==> src/rtl/bpm_estimator.sv <==
// -----------------------------------------------------------------------------
// bpm_estimator
//   Produces the smoothed tempo estimate used by the pixel-wise video filters.
//   The interval between rising edges of beat_in is measured in milliseconds.
//   Each accepted interval is turned into beats-per-minute by a 16-cycle
//   restoring divider (60000 / interval), clamped to [MIN_BPM, MAX_BPM], and
//   averaged over the last four measurements.
//
// Ports
//   clk          : system clock
//   reset        : synchronous active-high reset
//   beat_in      : beat indication from the onset detector (rising edge used)
//   BPM_estimate : smoothed BPM, floor of the 4-entry mean
//   bpm_valid    : BPM_estimate holds a measured value
//   bpm_update   : one-cycle strobe when BPM_estimate takes a new measurement
// -----------------------------------------------------------------------------
module bpm_estimator #(
  parameter int CLK_FREQ_HZ = 50000000,
  parameter int MIN_BPM     = 40,
  parameter int MAX_BPM     = 200,
  parameter int TIMEOUT_MS  = 3000
) (
  input  logic                         clk,
  input  logic                         reset,
  input  logic                         beat_in,
  output logic [$clog2(MAX_BPM+1)-1:0] BPM_estimate,
  output logic                         bpm_valid,
  output logic                         bpm_update
);

  localparam int TICKS_PER_MS    = CLK_FREQ_HZ / 1000;
  localparam int MAX_INTERVAL_MS = 60000 / MIN_BPM;
  localparam int MIN_INTERVAL_MS = 60000 / MAX_BPM;
  localparam int BW  = $clog2(MAX_BPM + 1);
  localparam int SW  = BW + 2;
  localparam int MSW = $clog2(TIMEOUT_MS + 1);
  localparam int PSW = $clog2(TICKS_PER_MS + 1);

  localparam logic [MSW-1:0] MIN_INT  = MSW'(MIN_INTERVAL_MS);
  localparam logic [MSW-1:0] MAX_INT  = MSW'(MAX_INTERVAL_MS);
  localparam logic [MSW-1:0] TO_MS    = MSW'(TIMEOUT_MS);
  localparam logic [PSW-1:0] PRE_LAST = PSW'(TICKS_PER_MS - 1);
  localparam logic [15:0]    DIVIDEND = 16'd60000;

  typedef enum logic [1:0] {IDLE, MEASURE, DIVIDE, UPDATE} state_t;

  state_t          state_q, state_d;
  logic            beatPrev_q;
  logic [PSW-1:0]  prescaler_q, prescaler_d;
  logic [MSW-1:0]  msCount_q, msCount_d;
  logic [15:0]     rem_q, rem_d;
  logic [15:0]     quo_q, quo_d;
  logic [15:0]     divisor_q, divisor_d;
  logic [3:0]      bitCnt_q, bitCnt_d;
  logic [BW-1:0]   hist_q [4];
  logic [BW-1:0]   hist_d [4];
  logic            histValid_q, histValid_d;
  logic [BW-1:0]   bpm_q, bpm_d;
  logic            valid_q, valid_d;
  logic            update_q, update_d;

  logic            beatEdge;
  logic [PSW-1:0]  tickPre;
  logic [MSW-1:0]  tickMs;
  logic [16:0]     remShift;
  logic [15:0]     stepRem, stepQuo;
  logic [BW-1:0]   clampQ;
  logic [BW-1:0]   newHist [4];
  logic [SW-1:0]   histSum;

  assign beatEdge = beat_in & ~beatPrev_q;

  // Free-running millisecond counter advance; ms_count saturates so a long
  // silence cannot wrap back into the accepted interval range.
  always_comb begin
    tickPre = prescaler_q + 1'b1;
    tickMs  = msCount_q;
    if (prescaler_q == PRE_LAST) begin
      tickPre = '0;
      if (msCount_q != TO_MS) tickMs = msCount_q + 1'b1;
    end
  end

  // One restoring-division step: shift in the next dividend bit and subtract
  // the divisor when it fits. The dividend is shifted out of quo as the
  // quotient bits are shifted in.
  always_comb begin
    remShift = {rem_q, quo_q[15]};
    stepRem  = remShift[15:0];
    stepQuo  = {quo_q[14:0], 1'b0};
    if (remShift >= {1'b0, divisor_q}) begin
      stepRem = 16'(remShift - {1'b0, divisor_q});
      stepQuo = {quo_q[14:0], 1'b1};
    end
  end

  // Clamp the quotient and build the history as it will look after this
  // measurement. An empty history is filled with the first value so the
  // first estimate is the measurement itself.
  always_comb begin
    if (quo_q < 16'(MIN_BPM))      clampQ = BW'(MIN_BPM);
    else if (quo_q > 16'(MAX_BPM)) clampQ = BW'(MAX_BPM);
    else                           clampQ = quo_q[BW-1:0];
    newHist[0] = clampQ;
    for (int i = 1; i < 4; i++) newHist[i] = histValid_q ? hist_q[i-1] : clampQ;
    histSum = '0;
    for (int i = 0; i < 4; i++) histSum = histSum + SW'(newHist[i]);
  end

  // Next-state and datapath control.
  always_comb begin
    state_d     = state_q;
    prescaler_d = prescaler_q;
    msCount_d   = msCount_q;
    rem_d       = rem_q;
    quo_d       = quo_q;
    divisor_d   = divisor_q;
    bitCnt_d    = bitCnt_q;
    hist_d      = hist_q;
    histValid_d = histValid_q;
    bpm_d       = bpm_q;
    valid_d     = valid_q;
    update_d    = 1'b0;
    case (state_q)
      IDLE: begin
        prescaler_d = '0;
        msCount_d   = '0;
        if (beatEdge) state_d = MEASURE;
      end
      MEASURE: begin
        prescaler_d = tickPre;
        msCount_d   = tickMs;
        if (msCount_q == TO_MS) begin
          // Silence: drop the estimate quietly and wait for a new reference.
          bpm_d       = '0;
          valid_d     = 1'b0;
          histValid_d = 1'b0;
          for (int i = 0; i < 4; i++) hist_d[i] = '0;
          prescaler_d = '0;
          msCount_d   = '0;
          state_d     = IDLE;
        end else if (beatEdge && msCount_q >= MIN_INT) begin
          // Too-short intervals are glitches and keep the counter running;
          // anything else restarts it, too-long ones just become a new reference.
          prescaler_d = '0;
          msCount_d   = '0;
          if (msCount_q <= MAX_INT) begin
            divisor_d = 16'(msCount_q);
            rem_d     = '0;
            quo_d     = DIVIDEND;
            bitCnt_d  = '0;
            state_d   = DIVIDE;
          end
        end
      end
      DIVIDE: begin
        prescaler_d = tickPre;
        msCount_d   = tickMs;
        rem_d       = stepRem;
        quo_d       = stepQuo;
        bitCnt_d    = bitCnt_q + 1'b1;
        if (bitCnt_q == 4'd15) state_d = UPDATE;
      end
      UPDATE: begin
        prescaler_d = tickPre;
        msCount_d   = tickMs;
        hist_d      = newHist;
        histValid_d = 1'b1;
        bpm_d       = BW'(histSum >> 2);
        valid_d     = 1'b1;
        update_d    = 1'b1;
        state_d     = MEASURE;
      end
      default: state_d = IDLE;
    endcase
  end

  // State and datapath registers with synchronous reset.
  always_ff @(posedge clk) begin
    if (reset) begin
      state_q     <= IDLE;
      beatPrev_q  <= 1'b0;
      prescaler_q <= '0;
      msCount_q   <= '0;
      rem_q       <= '0;
      quo_q       <= '0;
      divisor_q   <= '0;
      bitCnt_q    <= '0;
      for (int i = 0; i < 4; i++) hist_q[i] <= '0;
      histValid_q <= 1'b0;
      bpm_q       <= '0;
      valid_q     <= 1'b0;
      update_q    <= 1'b0;
    end else begin
      state_q     <= state_d;
      beatPrev_q  <= beat_in;
      prescaler_q <= prescaler_d;
      msCount_q   <= msCount_d;
      rem_q       <= rem_d;
      quo_q       <= quo_d;
      divisor_q   <= divisor_d;
      bitCnt_q    <= bitCnt_d;
      hist_q      <= hist_d;
      histValid_q <= histValid_d;
      bpm_q       <= bpm_d;
      valid_q     <= valid_d;
      update_q    <= update_d;
    end
  end

  assign BPM_estimate = bpm_q;
  assign bpm_valid    = valid_q;
  assign bpm_update   = update_q;

endmodule

==> config.mk <==
export PLATFORM = sky130hd
export DESIGN_NAME = bpm_estimator
export DESIGN_NICKNAME = d
export VERILOG_FILES = /design/src/rtl/bpm_estimator.sv
export SDC_FILE = /design/constraint.sdc
export NUM_CORES = 1
export LEC_CHECK = 0
export BUFFER_PORTS_ARGS = -buffer_cell sky130_fd_sc_hd__buf_2
export CORE_MARGIN = 2
export CORE_UTILIZATION = 45
export DETAILED_ROUTE_END_ITERATION = 8
export SLEW_MARGIN = 20
export SYNTH_ARGS = -nofsm -noshare
export SYNTH_HDL_FRONTEND = slang
export SYNTH_SLANG_ARGS = --single-unit
==> constraint.sdc <==
create_clock -name clk -period 11.1 [get_ports clk]
set_input_delay 2.22 -clock clk [delete_from_list [all_inputs] [get_ports clk]]
set_output_delay 2.22 -clock clk [all_outputs]
set_load 0.02 [all_outputs]
==> run_results.csv <==
group,metric,value,unit
detailed_routing,ant_nets,0,
timing,setup-violations-final,0,
placement,gp_congestion,0.846,
power,p_per_area,164,mW/mm²
clocking,clkTransAtPathRegs,50,ps
yosys,yosysUniqueCellTypes,63,
critical_path,worstPathArrival,5250,ps
finish,design_area,0.00703,mm²
finish,final_cell_count_no_fill,945,
yosys,syn_inst,752,
critical_path,cp_max_fo,7,
detailed_routing,wl_per_cell,14.8,µm
finish,layout_commonest_cell,"dfxtp_1",
floorplan,chipWidth,122,µm
power,vdd_drop_max,112,µV
clocking,postCtsResizedCells,0,
finish,area_growth,12.6,%
yosys,syn_area,0.00624,mm²
clocking,numClockSinks,113,
timing,tightest_slew,1050,ps
timing,max_freq,201,MHz
clocking,cts_buffers,17,
global_route,grt_max_degree,65,
finish,final_cell_mix,"dfxtp_1 (113), nor2_1 (78), nand2_1 (68)",
detailed_routing,finalWirelength,14000,µm
placement,place_inst,913,
yosys,synthesis.nets,800,
yosys,syn_avg_cell_area,8.30,µm²
yosys,ys_seq_area_share,36.2,%
floorplan,core_area,0.0137,mm²
global_route,grt_pass1_vias,4832,
detailed_routing,dr.pass1.iters,5,
critical_path,end_kind,"register",
floorplan,initial_core_util,45.5,%
timing,slew_violations,0,
power,p_leak,2.75,nW
detailed_routing,drtIter0Drc,320,
clocking,post-cts-setup-buffer-count,0,
global_route,grt.total_usage,19.8,%
clocking,cts_root_buf,"clkbuf_16",
detailed_routing,drcViolationCount,0,
clocking,clk_latency,420,ps
floorplan,die-area,0.0148,mm²
yosys,yosysWarnings,0,
clocking,hold_buffers,0,
finish,diodes,0,
yosys,ys_ff_latch,113,
job,cap_viol_max_count,0,
timing,final-hold-violation-count,0,
floorplan,rows,43,
clocking,cts_tree,"built",
global_route,grt_pass1_wl,23300,µm
critical_path,worstPathRequired,11380,ps
timing,maxSlewHeadroom,29.7,%
min_path,worst_hold_path_type,"register to register",
timing,fin_tns_setup,0,ps
detailed_routing,num_vias,5122,
timing,timing.final.crit_period,4970,ps
placement,dp_hpwl,9710,µm
global_route,grt_overflow_total,0,
timing,fin_crit_sh,44.8,%
clocking,htree_num_levels,4,
yosys,synth_edf_count,0,
placement,placement.io_buffers,12,
clocking,clockBufferDepth,2,
outcome,outcome,"complete, no violations",
detailed_routing,viasPerCell,5.42,
yosys,async_flop_share,0,%
floorplan,pin_count,13,
critical_path,critPathKind,"register to register",
finish,nets,800,
timing,fin_worst_skew,6.93,ps
placement,placed_area,0.00642,mm²
floorplan,dieHeight,122,µm
timing,rsz0062_at_grt,"false",
finish,drive_gt1_share,7.58,%
global_route,antenna_found_initial,0,
critical_path,start_kind,"register",
yosys,synthFlopType,"dfxtp_1",
[cell type report]
| type | count | area [µm²] |
|---|---|---|
| inverter | 64 | 240 |
| tap | 180 | 225 |
| multi-input combinational | 539 | 3600 |
| clock inverter | 11 | 135 |
| clock buffer | 21 | 470 |
| sequential | 113 | 2260 |
| fill | 1295 | 6690 |
| timing repair buffer | 17 | 97.6 |
[per-layer routing]
layer / vias up / track usage [%] / part of all wire [%]
met5: - / 0 / 0
met3: 15 / 4.73 / 3.8
met2: 89 / 32.0 / 47
met1: 2427 / 26.2 / 48
met4: 0 / 6.39 / 1.3
li1: 2591 / - / -
[cells by family (layout without fill, tap and decap cells)]
group                    count (synthesis)  count (layout)  synth area share, %
buffers and inverters                  100             113                 6.25
multiplexers                             3               3                0.501
AO/OA/AOI/OAI                          180             180                 19.1
flip-flops                             113             113                 36.2
adder cells (fa/ha/maj)                 45              45                 11.1
AND/OR/NAND/NOR                        269             269                 21.0
XOR/XNOR                                42              42                 5.89
[synth_stat cells, types with 3 or more instances]
library cell | n | area [µm²]
a211oi_1 | 8 | 60.1
a21o_1 | 16 | 120
a21oi_1 | 54 | 270
a22o_1 | 8 | 70.1
a22oi_1 | 21 | 158
a311oi_1 | 5 | 43.8
a31oi_1 | 3 | 18.8
a32oi_1 | 3 | 26.3
and2_1 | 9 | 56.3
and3_1 | 9 | 56.3
and4_1 | 3 | 26.3
buf_2 | 6 | 30.0
clkbuf_1 | 28 | 105
dfxtp_1 | 113 | 2260
fa_1 | 17 | 340
ha_1 | 28 | 350
inv_1 | 64 | 240
nand2_1 | 68 | 255
nand2b_1 | 17 | 106
nand3_1 | 34 | 170
nand4_1 | 7 | 43.8
nor2_1 | 78 | 293
nor2b_1 | 8 | 50.1
nor3_1 | 6 | 30.0
nor3b_1 | 4 | 30.0
nor4_1 | 6 | 37.5
o21a_1 | 4 | 30.0
o21ai_0 | 23 | 115
o21ai_1 | 8 | 40.0
o31ai_1 | 6 | 45.0
or3_1 | 7 | 43.8
xnor2_1 | 21 | 184
xor2_1 | 21 | 184
[critical path, cell delays in order (launching register included)]
cell and delay, ps:
dfxtp_1 320, or4_4 540, or2_1 330, nor4_1 590
nand2b_1 240, and2_1 230, fa_1 510, inv_1 50
fa_1 500, inv_1 50, ha_1 370, a21o_1 190
a21oi_1 250, o21ai_0 120, a21oi_1 230, o21ai_0 120
a22oi_1 160, nor2_1 50
[worst paths after layout]
path / start / endpoint / slack, ps / cells past startpoint
max reg2reg: quo_q[12]$_SDFFE_PP0P_ / BPM_estimate[7]$_SDFFE_PP0P_ / 6130 / 17
min reg2reg: prescaler_q[0]$_SDFF_PP0_ / prescaler_q[0]$_SDFF_PP0_ / 450 / 1
max: quo_q[12]$_SDFFE_PP0P_ / BPM_estimate[7]$_SDFFE_PP0P_ / 6130 / 17
min: prescaler_q[0]$_SDFF_PP0_ / prescaler_q[0]$_SDFF_PP0_ / 450 / 1
[flip-flops by register name (all words and copies together) (netlist names)]
register and flops:
state_q 2, beatPrev_q 1, bpm_valid 1, msCount_q 12
divisor_q 12, hist_q 24, BPM_estimate 8, rem_q 16
bitCnt_q 4, bpm_update 1, quo_q 16, prescaler_q 16
[report_power, final]
part | switching, mW | internal [mW] | leakage, nW
combinational | 0.115 | 0.0691 | 1.54
clock | 0.190 | 0.367 | 0.298
sequential | 0.00323 | 0.410 | 0.910
[per-stage QoR]
| stage | utilization, % | setup slack, ps | hold slack, ps | power, mW |
|---|---|---|---|---|
| after floorplan | - | 6590 | 413 | 0.569 |
| after global placement | 46.8 | 6360 | 425 | 0.601 |
| after detailed placement | 46.8 | 6190 | 442 | 0.603 |
| after CTS | 51.2 | 6160 | 450 | 1.16 |
| after global routing | 51.2 | 5820 | 474 | 1.21 |
| final | 51.2 | 6130 | 450 | 1.15 |
No activity file was read; power rests on OpenSTA's default activity.
